===== src/rtl/instruction_fetch_stage_pkg.sv =====
// Shared definitions for the instruction fetch stage: next-PC select codes,
// FSM state encoding and the NOP word inserted as an IF/ID bubble.
package instruction_fetch_stage_pkg;

    localparam logic [1:0] PCSRC_SEQ = 2'd0;
    localparam logic [1:0] PCSRC_BR  = 2'd1;
    localparam logic [1:0] PCSRC_J   = 2'd2;
    localparam logic [1:0] PCSRC_JR  = 2'd3;

    localparam logic [31:0] NOP_INSTR = 32'h0000_0000;

    typedef enum logic [1:0] {
        ST_IDLE  = 2'd0,
        ST_FETCH = 2'd1,
        ST_HOLD  = 2'd2,
        ST_DRAIN = 2'd3
    } if_state_t;

    // Redirect targets are forced onto a word boundary.
    function automatic logic [31:0] align_target(input logic [31:0] addr);
        return {addr[31:2], 2'b00};
    endfunction

endpackage


===== src/rtl/if_id_reg.sv =====
// IF/ID pipeline register: flush inserts a NOP bubble and wins over load;
// a load without a delivered word also leaves a bubble behind.
module if_id_reg
    import instruction_fetch_stage_pkg::*;
(
    input  logic        i_clk,
    input  logic        i_rst,
    input  logic        i_load,
    input  logic        i_flush,
    input  logic        i_valid,
    input  logic [31:0] i_instr,
    input  logic [31:0] i_pcplus4,
    output logic [31:0] o_instr,
    output logic [31:0] o_pcplus4,
    output logic        o_valid
);

    logic [31:0] r_instr;
    logic [31:0] r_pcplus4;
    logic        r_valid;

    always_ff @(posedge i_clk or posedge i_rst) begin
        if (i_rst) begin
            r_instr   <= NOP_INSTR;
            r_pcplus4 <= 32'h0000_0000;
            r_valid   <= 1'b0;
        end else if (i_flush) begin
            r_instr <= NOP_INSTR;
            r_valid <= 1'b0;
        end else if (i_load) begin
            r_valid <= i_valid;
            if (i_valid) begin
                r_instr   <= i_instr;
                r_pcplus4 <= i_pcplus4;
            end else begin
                r_instr <= NOP_INSTR;
            end
        end
    end

    assign o_instr   = r_instr;
    assign o_pcplus4 = r_pcplus4;
    assign o_valid   = r_valid;

endmodule


===== src/rtl/instruction_fetch_stage.sv =====
// Instruction fetch stage: PC, fetch FSM (IDLE/FETCH/HOLD/DRAIN), hold buffer
// and IF/ID register. Define IF_PERF_CNT_EN to add stall_cnt/flush_cnt outputs.
module instruction_fetch_stage
    import instruction_fetch_stage_pkg::*;
#(
    parameter logic [31:0] RESET_PC = 32'h0000_0000
)
(
    input  logic        Clk,
    input  logic        Reset,
    input  logic        PCWrite,
    input  logic        IF_ID_Write,
    input  logic        IF_ID_flush,
    input  logic [1:0]  PCSrc,
    input  logic [31:0] BranchTarget,
    input  logic [31:0] JumpTarget,
    input  logic [31:0] JumpRegTarget,
    output logic        imem_req,
    output logic [31:0] imem_addr,
    input  logic        imem_ready,
    input  logic [31:0] imem_rdata,
    output logic [31:0] IF_ID_Instruction,
    output logic [31:0] IF_ID_PCPlus4,
    output logic        IF_ID_Valid
`ifdef IF_PERF_CNT_EN
    ,
    output logic [31:0] stall_cnt,
    output logic [31:0] flush_cnt
`endif
);

    if_state_t   r_state;
    if_state_t   w_state_next;
    logic [31:0] r_pc;
    logic [31:0] w_pc_next;
    logic [31:0] w_pc_plus4;
    logic [31:0] w_target;
    logic [31:0] r_hold_instr;
    logic        w_hold_load;
    logic        w_redirect;
    logic        w_fetch_vld;
    logic [31:0] w_fetch_instr;

    assign w_pc_plus4 = r_pc + 32'd4;
    assign w_redirect = PCWrite && (PCSrc != PCSRC_SEQ);
    assign imem_addr  = r_pc;

    always_comb begin
        w_target = align_target(BranchTarget);
        case (PCSrc)
            PCSRC_J:  w_target = align_target(JumpTarget);
            PCSRC_JR: w_target = align_target(JumpRegTarget);
            default:  w_target = align_target(BranchTarget);
        endcase
    end

    always_ff @(posedge Clk or posedge Reset) begin
        if (Reset) begin
            r_state <= ST_IDLE;
        end else begin
            r_state <= w_state_next;
        end
    end

    always_comb begin
        w_state_next  = r_state;
        w_pc_next     = r_pc;
        w_hold_load   = 1'b0;
        w_fetch_vld   = 1'b0;
        w_fetch_instr = NOP_INSTR;
        imem_req      = 1'b0;
        case (r_state)
            ST_IDLE: begin
                w_state_next = ST_FETCH;
                if (w_redirect) begin
                    w_pc_next = w_target;
                end
            end
            ST_FETCH: begin
                imem_req = 1'b1;
                if (imem_ready && IF_ID_Write) begin
                    w_fetch_vld   = 1'b1;
                    w_fetch_instr = imem_rdata;
                end
                // An outstanding request must still complete after a redirect.
                if (w_redirect) begin
                    w_pc_next    = w_target;
                    w_state_next = imem_ready ? ST_FETCH : ST_DRAIN;
                end else if (imem_ready) begin
                    if (IF_ID_Write) begin
                        if (PCWrite) begin
                            w_pc_next = w_pc_plus4;
                        end
                    end else begin
                        w_hold_load  = 1'b1;
                        w_state_next = ST_HOLD;
                    end
                end
            end
            ST_HOLD: begin
                if (w_redirect) begin
                    w_pc_next    = w_target;
                    w_state_next = ST_FETCH;
                end else if (IF_ID_Write) begin
                    w_fetch_vld   = 1'b1;
                    w_fetch_instr = r_hold_instr;
                    w_state_next  = ST_FETCH;
                    if (PCWrite) begin
                        w_pc_next = w_pc_plus4;
                    end
                end
            end
            ST_DRAIN: begin
                if (w_redirect) begin
                    w_pc_next = w_target;
                end
                if (imem_ready) begin
                    w_state_next = ST_FETCH;
                end
            end
            default: begin
                w_state_next = ST_IDLE;
            end
        endcase
    end

    always_ff @(posedge Clk or posedge Reset) begin
        if (Reset) begin
            r_pc         <= RESET_PC;
            r_hold_instr <= NOP_INSTR;
        end else begin
            r_pc <= w_pc_next;
            if (w_hold_load) begin
                r_hold_instr <= imem_rdata;
            end
        end
    end

    if_id_reg u_if_id_reg (
        .i_clk     (Clk),
        .i_rst     (Reset),
        .i_load    (IF_ID_Write),
        .i_flush   (IF_ID_flush),
        .i_valid   (w_fetch_vld),
        .i_instr   (w_fetch_instr),
        .i_pcplus4 (w_pc_plus4),
        .o_instr   (IF_ID_Instruction),
        .o_pcplus4 (IF_ID_PCPlus4),
        .o_valid   (IF_ID_Valid)
    );

`ifdef IF_PERF_CNT_EN
    logic [31:0] r_stall_cnt;
    logic [31:0] r_flush_cnt;

    always_ff @(posedge Clk or posedge Reset) begin
        if (Reset) begin
            r_stall_cnt <= 32'h0000_0000;
            r_flush_cnt <= 32'h0000_0000;
        end else begin
            if (!IF_ID_Write) begin
                r_stall_cnt <= r_stall_cnt + 32'd1;
            end
            if (IF_ID_flush) begin
                r_flush_cnt <= r_flush_cnt + 32'd1;
            end
        end
    end

    assign stall_cnt = r_stall_cnt;
    assign flush_cnt = r_flush_cnt;
`endif

endmodule


===== config.mk =====
export PLATFORM = sky130hd
export DESIGN_NAME = instruction_fetch_stage
export DESIGN_NICKNAME = d
export VERILOG_FILES = /design/src/rtl/instruction_fetch_stage_pkg.sv /design/src/rtl/if_id_reg.sv /design/src/rtl/instruction_fetch_stage.sv
export SDC_FILE = /design/constraint.sdc
export NUM_CORES = 1
export LEC_CHECK = 0
export CAP_MARGIN = 10
export CORE_MARGIN = 5
export CORE_UTILIZATION = 46
export DETAILED_ROUTE_END_ITERATION = 16
export PLACE_DENSITY = 0.81
export SYNTH_ARGS = -nofsm -noshare
export SYNTH_HDL_FRONTEND = slang
export SYNTH_SLANG_ARGS = --single-unit
export TNS_END_PERCENT = 100

===== constraint.sdc =====
create_clock -name Clk -period 5.64 [get_ports Clk]
set_input_delay 0.846 -clock Clk [delete_from_list [all_inputs] [get_ports Clk]]
set_output_delay 0.846 -clock Clk [all_outputs]
set_load 0.02 [all_outputs]

==> results.md, run 1 <==
- Status: finished clean
- Routed vias: 6,289
- Crit-path max cell delay: around 730 ps
- DRT antenna net count: 0
- Die W: 133.1 um
- CTS tree: done
- Maximum number of pins on one net before global-route repair: 82
- CP startpoint kind: primary input
- Post-CTS setup repair buffer count: 0
- # port buffers: 223
- Setup violations, final: 0
- Part of the cycle the worst path needs: 52.07%
- Number of buffers created by CTS: 17
- First-pass GRT wire length: 31,870 um
- Std-Cell Core Area: 15,030 um2
- P&R area growth vs syn: 42.19%
- Highest fanout seen on the critical path: 54
- Timing-limited maximum frequency: 340.5 MHz
- DIE AREA: 17,720 um2
- Final HPWL from detailed placement: 14,380 um
- Hold Path Class: flop to flop
- Number of distinct library cells after synthesis: 63
- Avg Inst Size Synth: 9.658 um2
- Portion of the post-synthesis area used by sequential elements: between 40% and 50%
- Summed instance area of the synthesized netlist: 6973 um2
- H-tree lvl count: 4
- Max Clock Skew: 7.369 ps
- Initial cell density of the core: 46.38%
- # hold bufs at CTS: 0
- Cell-by-cell trace of the critical path: clkdlybuf4s50_1 > o21ai_4 > and2_1 > buf_4 > o21ai_4 > buf_4 > mux2_2
- Number of warning messages in the yosys log: 0
- Detailed-route vias per instance: 5.620
- Sort of element at the end of the critical path: flop
- Router iterations before antenna repair: 5
- Power density relative to cell area: between 400 and 500 nW/um2
- Setup_tns: 0 ps
- Total track usage: between 20% and 30%
- Clock root buffer: clkbuf_16
- Vias in the first global route: roughly 6,200
- Fraction of layout cells with a size suffix above 1: between 10% and 20%
- Row cnt: 45
- Flip-flop and latch count after synthesis: between 100 and 150
- First-iteration detailed-routing DRC count: 237
- Number of buffers between clock root and the deepest sink: 2
- Clock sinks: 127
- Fraction of registers with async set/reset: 100.0%
- Number of max-cap violations: 0
- Final count of pins violating max slew: 0
- Number of antenna violations at the first check in global routing: 1
- Measured slew at the worst slew-check pin: 1111 ps
- Min Tclk post-route: between 2000 and 3000 ps
- Post-layout nets: 1,058
- Type of the setup path with the least slack: primary input to flop
- Antenna diode count: 0
- Routed wire per std cell: roughly 18 um
- Cell with the largest stage delay on the worst path: clkdlybuf4s50_1
- Final GP Congestion: between 0.8 and 0.9
- Most used flip-flop cell after synthesis: dfrtp_1
- Number of enable flip-flop cells after synthesis: 0
- Die height: 133.1 um
- Rel. slew slack: 25.75%
- Worst IR drop on VDD: 0.0002356 V
- Endpoint arrival time on the critical path: 3240 ps
- Post-route core utilization: between 60 and 70%
- Worst-path clk slew: about 60 ps
- Critical path data required time: 5950 ps
- Routed WL: 20,280 um
- Unrepaired setup endpoints after global routing: no
- Gate Count Post-Synth: 722
- Number of remaining DRC errors: 0
- Global-route congestion overflow total: 0
- Clock latency of the later-clocked register in the worst-skew pair: approximately 420 ps
- Final Hold Vio Count: 0
- Leak Pwr: ~4.1 nW
- Number of top-level pins: 234
- PostCTS Resize Cnt: 0
-- layer usage --
metal,vias up,track usage (%),routed length [um]
met5,-,0,11
met4,2,8.743,430
met3,29,7.251,1618
met2,237,38.40,10040
met1,3036,26.53,8170
li1,2985,-,-
-- layout make-up --
class / count / area, um2
Fill cell: 1201 / 5119
Multi-Input combinational cell: 528 / 3521
Sequential cell: 127 / 3178
Timing Repair Buffer: 233 / 2297
Clock buffer: 19 / 452.9
Tap cell: 188 / 235.2
Clock inverter: 13 / 186.4
Inverter: 11 / 43.79
-- stage by stage --
step | area, um2 | cells | power [mW] | setup WS (ps) | hold WS [ps]
finish | 9915 | 1119 | 4.558 | 2703 | 475.9
global route | 9915 | 1119 | 4.802 | 2596 | 500.8
CTS | 9915 | 1119 | 4.583 | 2733 | 481.5
detailed placement | 9275 | 1087 | 3.381 | 2300 | 468.8
global placement | 9275 | 1087 | 3.332 | 2326 | 458.2
floorplan | 6984 | 725 | 2.611 | 1410 | 480.3
-- cell usage after synthesis (2+ instances only) --
cell	n	area share (%)
nand4_1	7	0.63
o22ai_1	7	0.63
mux2i_1	26	3.7
o22a_1	11	1.4
or3_4	2	0.32
inv_1	11	0.59
nand3_2	3	0.43
a211o_1	3	0.38
and2_1	5	0.45
xnor2_1	17	2.1
a22o_1	5	0.63
clkbuf_1	31	1.7
a211oi_1	2	0.22
and3_1	10	0.90
a2bb2oi_1	8	1.0
nor4_1	3	0.27
nor4_4	3	0.92
o21ai_1	7	0.50
buf_2	21	1.5
nand2_1	85	4.6
a21oi_1	37	2.7
nor2b_1	3	0.27
nand2b_1	2	0.18
o21ai_0	67	4.8
ha_1	4	0.72
and4_1	2	0.25
buf_4	5	0.54
a22oi_1	39	4.2
xor2_1	10	1.3
and4_2	2	0.29
nand3_1	12	0.86
a31oi_1	10	0.90
nand4_4	2	0.61
mux2_2	37	6.0
nor3_4	2	0.47
o21a_1	3	0.32
o211ai_1	4	0.43
or2_2	2	0.18
nor3_1	4	0.29
nor2_1	59	3.2
dfrtp_1	127	46
-- state kept, by name (all words and copies together), names as in the netlist --
name,cells
imem_addr,30
u_if_id_reg.o_valid,1
r_hold_instr,32
u_if_id_reg.o_pcplus4,30
r_state,2
u_if_id_reg.o_instr,32
-- cells in the final DEF, fill, tap and decap left out, types with 11 or more instances in the layout --
cell and n:
o22a_1 11, nand3_1 12, a22oi_1 39, clkdlybuf4s50_1 221, a21oi_1 37, nor2_1 58, xnor2_1 17, dfrtp_1 127
mux2i_1 26, o21ai_0 67, clkbuf_16 17, mux2_2 37, nand2_1 85
-- kinds of logic (layout without fill, tap and decap cells) --
group	after synthesis	count (layout)	synth area share, %
other	1	4	0.05378
AO/OA/AOI/OAI	214	214	19.72
flip-flops	127	127	45.58
AND/OR/NAND/NOR	215	215	16.15
buffers and inverters	70	276	4.522
adder cells (fa/ha/maj)	4	4	0.7178
XOR/XNOR	27	27	3.391
multiplexers	64	64	9.869
-- power breakdown --
part	leakage, nW	internal [mW]	switching [mW]
registers	1.58	1.23	0.322
clock network	0.302	0.763	0.415
logic	2.21	0.865	0.961
total	4.09	2.86	1.70
-- worst max-delay path, delay by kind of cell --
family / cells / cell delay [ps]
compound gates: 2 / 350
simple gates: 1 / 190
mux: 1 / 390
buf+inv: 3 / 1430
-- worst paths after layout --
path	endpoint	depth (start not counted)	slack, ps	startpoint
max	u_if_id_reg.o_pcplus4[28]	7	2700	PCWrite
min	u_if_id_reg.o_instr[2]	2	480	u_if_id_reg.o_instr[2]
max reg2reg	imem_addr[2]	8	2920	r_state[0]
min reg2reg	u_if_id_reg.o_instr[2]	2	480	u_if_id_reg.o_instr[2]
max in group asynchronous	u_if_id_reg.o_instr[19]	3	3450	Reset
min in group asynchronous	u_if_id_reg.o_pcplus4[23]	2	1020	Reset
(Power assumes the default switching activity.)
==> run 2, diff against run 1 <==
==> constraint.sdc (replaced) <==
create_clock -name Clk -period 3 [get_ports Clk]
set_input_delay 0.45 -clock Clk [delete_from_list [all_inputs] [get_ports Clk]]
set_output_delay 0.45 -clock Clk [all_outputs]
set_load 0.02 [all_outputs]
==> run 2 against run 1 <==
First-iteration DRC count increased by 42%. Worst hold slack got worse by 3.0 ps. Flip-flop and latch count unchanged. Register-to-register slack got worse by 2400 ps. Cell area increased by 0.66%. Worst setup slack got worse by 2200 ps. Die area unchanged. Largest power group unchanged.
==> results.md, run 2 (synthesis gave the netlist of run 1 again) <==
- Setup_tns: 0 ps (unchanged)
- Number of fillers in the final layout: 1,193 (-0.67%)
- Crit. Startpoint: r_state[0]
- Endpoint of the most critical setup path: imem_addr[28]
- Capturing point of the worst reg2reg path: imem_addr[28]
- Vias in the first global route: 6,069 (-2.3%)
- Final GP Congestion: 0.8253 (about the same)
- Final HPWL from detailed placement: 14,330 um (-0.36%)
- Detailed route wirelength on metal2: 9620 um (-4.2%)
- Clock latency of the later-clocked register in the worst-skew pair: 420 ps (about the same)
- Number of max-cap violations: 0 (unchanged)
- First-iteration detailed-routing DRC count: 337 (+42%)
- Switching Power: 3.164 mW (+86%)
- Initial cell density of the core: 46.38% (unchanged)
- Status: finished clean
- Router iterations before antenna repair: 4 (-1)
- Worst-path clk slew: 60 ps (about the same)
- P_int: 5.273 mW (+84%)
- Fin cells: 1,128 (+0.80%)
- Part of the power in registers: 34.6% (+0.5 points)
- Fraction of layout cells with a size suffix above 1: 12.66% (+0.84 points)
- PostCTS Resize Cnt: 0 (unchanged)
- Post-layout nets: 1,067 (+0.85%)
- Critical path data required time: 3300 ps (-2650 ps)
- # hold bufs at CTS: 0 (unchanged)
- Worst IR drop on VDD: 0.0005018 V (+110%)
- Min Tclk post-route: around 2500 ps
- Part of the cycle the worst path needs: 82.27%
- Worst hold margin: 472.8 ps (-3.011 ps)
- DRT antenna net count: 0 (unchanged)
- Relative contribution of combinational cells to total power: 41.0% (+0.9 points)
- Leak Pwr: 4.123 nW (+0.90%)
- Global-route congestion overflow total: 0 (unchanged)
- Cell-by-cell trace of the critical path: inv_1 > ha_1 > nand2b_1 > a21oi_1 > o31a_1 > a21oi_1 > a211o_1
- Tot Pwr: 8.437 mW (+85%)
- Cell count after placement: 1,096 (+0.83%)
- Final Hold Vio Count: 0 (unchanged)
- Number of top-level pins: 234 (unchanged)
- Clock sinks: 127 (unchanged)
- Routed WL: 19,930 um (-1.7%)
- Number of buffers between clock root and the deepest sink: 2 (unchanged)
- FF-to-FF path depth: 7 (-1)
- Measured slew at the worst slew-check pin: 660.6 ps (-450.8 ps)
- Post-route cell area: 9980 um2 (+0.66%)
- First-pass GRT wire length: 31,350 um (-1.6%)
- Cell type with the highest occurrence count on the critical path: a21oi_1
- P&R area growth vs syn: 43.12%
- Maximum number of pins on one net before global-route repair: 128 (+56%)
- Type of the setup path with the least slack: flop to flop
- Max Clock Skew: 9.356 ps (+1.987 ps)
- Met1 Routed Length: 8205 um (+0.43%)
- Rel. slew slack: 55.96% (+30 points)
- Final count of pins violating max slew: 0 (unchanged)
- Switch share: 37.50% (+0.23 points)
- Cell with the largest stage delay on the worst path: o31a_1
- Setup violations, final: 0 (unchanged)
- CTS tree: done
- Timing-limited maximum frequency: a little over 400 MHz
- H-tree lvl count: 4 (unchanged)
- Top library cells by usage in the layout, fill and taps aside: clkdlybuf4s50_1, dfrtp_1, nand2_1
- Unrepaired setup endpoints after global routing: no
- Std-Cell Core Area: 15,030 um2 (unchanged)
- Crit-path max cell delay: 530 ps (-200 ps)
- Register-to-register path setup slack: 530 ps (-2390 ps)
- Critical register-to-register path startpoint: r_state[0]
- Die height: 133.1 um (unchanged)
- Endpoint arrival time on the critical path: 2770 ps (-470 ps)
- # port buffers: 223 (unchanged)
- Clock root buffer: clkbuf_16
- Clock network power share: 24.4% (-1.5 points)
- Placement Cell Area: 9382 um2 (+1.1%)
- Sort of element at the end of the critical path: flop
- CP startpoint kind: flop
- Number of remaining DRC errors: 0 (unchanged)
- Routed vias: 6,271 (-0.29%)
- Highest fanout seen on the critical path: 11 (-80%)
- Antenna diode count: 0 (unchanged)
- Met3 wire len: 1660 um (+2.6%)
- Detailed-route vias per instance: 5.559 (-1.1%)
- Most common library cell in the layout ignoring fill and taps: clkdlybuf4s50_1
- DIE AREA: 17,720 um2 (unchanged)
- Post-CTS setup repair buffer count: 0 (unchanged)
- Highest metal layer with signal wires: met4
- Number of antenna violations at the first check in global routing: 0 (-1)
- Power density relative to cell area: 845.4 nW/um2 (+84%)
- Hold Path Class: flop to flop
- Total track usage: 22.25% (-0.28 points)
- Number of buffers created by CTS: 17 (unchanged)
- Row cnt: 45 (unchanged)
- Die W: 133.1 um (unchanged)
- Routed wire per std cell: 17.67 um (-2.5%)
[run 2: metrics by stage]
| stage | setup slack (ps) | util, % |
|---|---|---|
| 2_1_floorplan | 869.0 | - |
| 3_3_place_gp | 381.3 | 62.41 |
| 3_5_place_dp | 347.9 | 62.41 |
| 4_1_cts | 551.2 | 66.38 |
| 5_1_grt | 442.3 | 66.38 |
| 6_report | 532.0 | 66.38 |
[run 2: worst min-delay path by stage]
stage                               from                   endpoint  cells past startpoint
6_report         u_if_id_reg.o_instr[26]    u_if_id_reg.o_instr[26]                      2
5_1_grt        u_if_id_reg.o_pcplus4[23]  u_if_id_reg.o_pcplus4[23]                      2
4_1_cts        u_if_id_reg.o_pcplus4[29]  u_if_id_reg.o_pcplus4[29]                      2
3_5_place_dp   u_if_id_reg.o_pcplus4[29]  u_if_id_reg.o_pcplus4[29]                      2
3_3_place_gp         u_if_id_reg.o_valid        u_if_id_reg.o_valid                      2
2_1_floorplan           r_hold_instr[22]           r_hold_instr[22]                      1
[run 2: layer usage]
layer,global-route usage (%),vias to the layer above
met5,0,-
met4,8.800,0
met3,6.684,29
met2,36.74,252
met1,27.45,2974
li1,-,3016
[run 2: power groups by stage]
stage / clock network [mW] / logic, mW / registers, mW
after global placement: 0 / 3.42 / 2.90
after CTS: 2.10 / 3.49 / 2.91
after floorplan: 0 / 1.69 / 3.22
after detailed placement: 0 / 3.47 / 2.93
after global routing: 2.17 / 3.75 / 3.01
final: 2.06 / 3.46 / 2.92
[run 2: final cells by class]
class | instances | area (um2) | area share (%)
multi-input cells | 528 | 3521 | 35.28
flip-flops and latches | 127 | 3178 | 31.85
repair buffers | 242 | 2402 | 24.07
clock buffers | 20 | 466.7 | 4.677
well taps | 188 | 235.2 | 2.357
clock inverters | 12 | 131.4 | 1.316
inverters | 11 | 45.04 | 0.4514
[run 2: worst max-delay path: cells and delay by family (launching register included)]
kind                       cells  cell delay (ps)
AOI/OAI and AO/OA              4             1360
adders and majority gates      1              340
buffers and inverters          1               60
DFF                            1              410
and+or+nand+nor                1              180
==> run 3, diff against run 2 <==
==> constraint.sdc (replaced) <==
create_clock -name Clk -period 2.3 [get_ports Clk]
set_input_delay 0.345 -clock Clk [delete_from_list [all_inputs] [get_ports Clk]]
set_output_delay 0.345 -clock Clk [all_outputs]
set_load 0.02 [all_outputs]
==> run 3 against run 2 <==
Core utilization grew 1.1 points. Critical path type is now flop to output port. Non-clock buffer count grew 11. Flip-flop and latch count is the same. First-iteration DRC count shrank 5.9%. Die area is the same. Clock power grew 29%. Worst hold slack lost 71 ps. Worst setup slack lost 390 ps. Critical path depth shrank 4.
==> results.md, run 3 (synthesis gave the netlist of run 1 again) <==
- Total track usage: 22.70% (+0.45 points)
- Measured slew at the worst slew-check pin: 582.8 ps (-77.77 ps)
- Post-CTS setup repair buffer count: 0 (unchanged)
- Power density relative to cell area: 1096 nW/um2 (+30%)
- Detailed route wirelength on metal2: 9631 um (+0.11%)
- Routed wire per std cell: 17.62 um (-0.25%)
- Number of antenna violations at the first check in global routing: 0 (unchanged)
- Part of the cycle the worst path needs: 93.95%
- Timing-limited maximum frequency: 462.8 MHz
- DRT antenna net count: 0 (unchanged)
- Number of remaining DRC errors: 0 (unchanged)
- H-tree lvl count: 4 (unchanged)
- Router iterations before antenna repair: 5 (+1)
- CP startpoint kind: flop
- Global-route congestion overflow total: 0 (unchanged)
- Row cnt: 45 (unchanged)
- Number of buffers between clock root and the deepest sink: 2 (unchanged)
- Sort of element at the end of the critical path: output port
- Cell count after placement: 1,107 (+1.0%)
- Most common library cell in the layout ignoring fill and taps: clkdlybuf4s50_1
- Routed WL: 20,070 um (+0.72%)
- Final GP Congestion: 0.8046 (-2.5%)
- Number of buffers created by CTS: 17 (unchanged)
- CTS tree: done
- Vias in the first global route: 6,284 (+3.5%)
- First-pass GRT wire length: 32,240 um (+2.9%)
- Clock latency of the later-clocked register in the worst-skew pair: 410 ps (about the same)
- Min Tclk post-route: approximately 2200 ps
- Tot Pwr: 11.13 mW (+32%)
- Rel. slew slack: 60.79% (+4.8 points)
- Routed vias: 6,330 (+0.94%)
- Hold Path Class: primary input to asynchronous set/reset pin
- Initial cell density of the core: 46.38% (unchanged)
- Die height: 133.1 um (unchanged)
- P&R area growth vs syn: 45.58%
- Type of the setup path with the least slack: flop to output port
- Worst-path clk slew: 60 ps (about the same)
- Post-layout nets: 1,078 (+1.0%)
- Die W: 133.1 um (unchanged)
- Setup violations, final: 0 (unchanged)
- Met1 Routed Length: 8042 um (-2.0%)
- Std-Cell Core Area: 15,030 um2 (unchanged)
- Number of max-cap violations: 0 (unchanged)
- Clock sinks: 127 (unchanged)
- DIE AREA: 17,720 um2 (unchanged)
- # port buffers: 223 (unchanged)
- Met3 wire len: 1862 um (+12%)
- Highest metal layer with signal wires: met4
- Final Hold Vio Count: 0 (unchanged)
- Number of top-level pins: 234 (unchanged)
- Highest fanout seen on the critical path: 5 (-6)
- Clock root buffer: clkbuf_16
- Setup_tns: 0 ps (unchanged)
- Final HPWL from detailed placement: 14,350 um (+0.18%)
- Maximum number of pins on one net before global-route repair: 70 (-45%)
- Unrepaired setup endpoints after global routing: no
- Leak Pwr: 4.208 nW (+2.1%)
- Fraction of layout cells with a size suffix above 1: 13.67% (+1.0 points)
- Top library cells by usage in the layout, fill and taps aside: clkdlybuf4s50_1, dfrtp_1, nand2_1
- Detailed-route vias per instance: 5.558 (about the same)
- Endpoint arrival time on the critical path: 1820 ps (-950 ps)
- Final count of pins violating max slew: 0 (unchanged)
- First-iteration detailed-routing DRC count: 317 (-5.9%)
- Number of fillers in the final layout: 1,208 (+1.3%)
- Max Clock Skew: 8.400 ps (-0.9568 ps)
- Antenna diode count: 0 (unchanged)
- Fin cells: 1,139 (+0.98%)
- Status: finished clean
- Critical path data required time: 1960 ps (-1340 ps)
- Worst IR drop on VDD: 0.0005923 V (+18%)
==> run 3: changes by cell type in the layout (fill, tap and decap cells not counted) <==
cell,delta
inv_6,-2
buf_4,+3
a21oi_1,-1
clkbuf_8,-2
clkbuf_1,+1
a21oi_2,+1
buf_12,+8
clkinv_4,+3
==> run 3: power breakdown <==
| part | internal, mW | switching [mW] | total (mW) |
|---|---|---|---|
| clock | 1.62 | 1.02 | 2.65 |
| combinational | 2.30 | 2.45 | 4.75 |
| sequential | 3.02 | 0.709 | 3.73 |
| total | 6.94 | 4.18 | 11.1 |
==> run 3: what timing repair did <==
action                     4_1_cts  5_1_grt
resized for setup                0        1
hold buffers                     0        0
setup endpoints to repair        0        2
==> run 3: final timing paths <==
path,from,end,depth (start not counted),slack (ps)
min reg2reg,u_if_id_reg.o_instr[6],u_if_id_reg.o_instr[6],2,470
min in group Clk,PCSrc[1],imem_addr[29],4,430
max in group asynchronous,Reset,r_hold_instr[7],3,1580
min,Reset,u_if_id_reg.o_pcplus4[31],3,400
max reg2reg,r_state[0],imem_addr[2],8,190
max,r_state[1],imem_req,3,140
==> run 3: layout make-up <==
cell class	instances	area, um2	area share, %
Clock buffer	19	442.9	4.363
Clock inverter	13	140.1	1.380
Inverter	11	45.04	0.4437
Multi-Input combinational cell	528	3525	34.72
Sequential cell	127	3178	31.31
Tap cell	188	235.2	2.317
Timing Repair Buffer	253	2585	25.47
==> run 3: routing by layer <==
layer	track usage (%)	up-vias
met1	27.54	2999
met2	37.92	267
li1	-	3029
met5	0	-
met3	7.515	35
met4	8.171	0
==> run 3: metrics by stage <==
stage          util [%]  hold WS (ps)  cell area, um2  setup WS, ps
3_3_place_gp      63.62         457.7            9564         179.9
6_report          67.52         401.6           10150         139.0
2_1_floorplan         -         471.0            6988         169.0
4_1_cts           67.50         409.9           10150         106.9
5_1_grt           67.52         426.9           10150         56.98
3_5_place_dp      63.62         469.3            9564         145.1
==> run 3: worst max-delay path: stages (launching register included) <==
cell and delay (ps):
dfrtp_1 420, inv_1 90, ha_1 250, clkdlybuf4s50_1 650
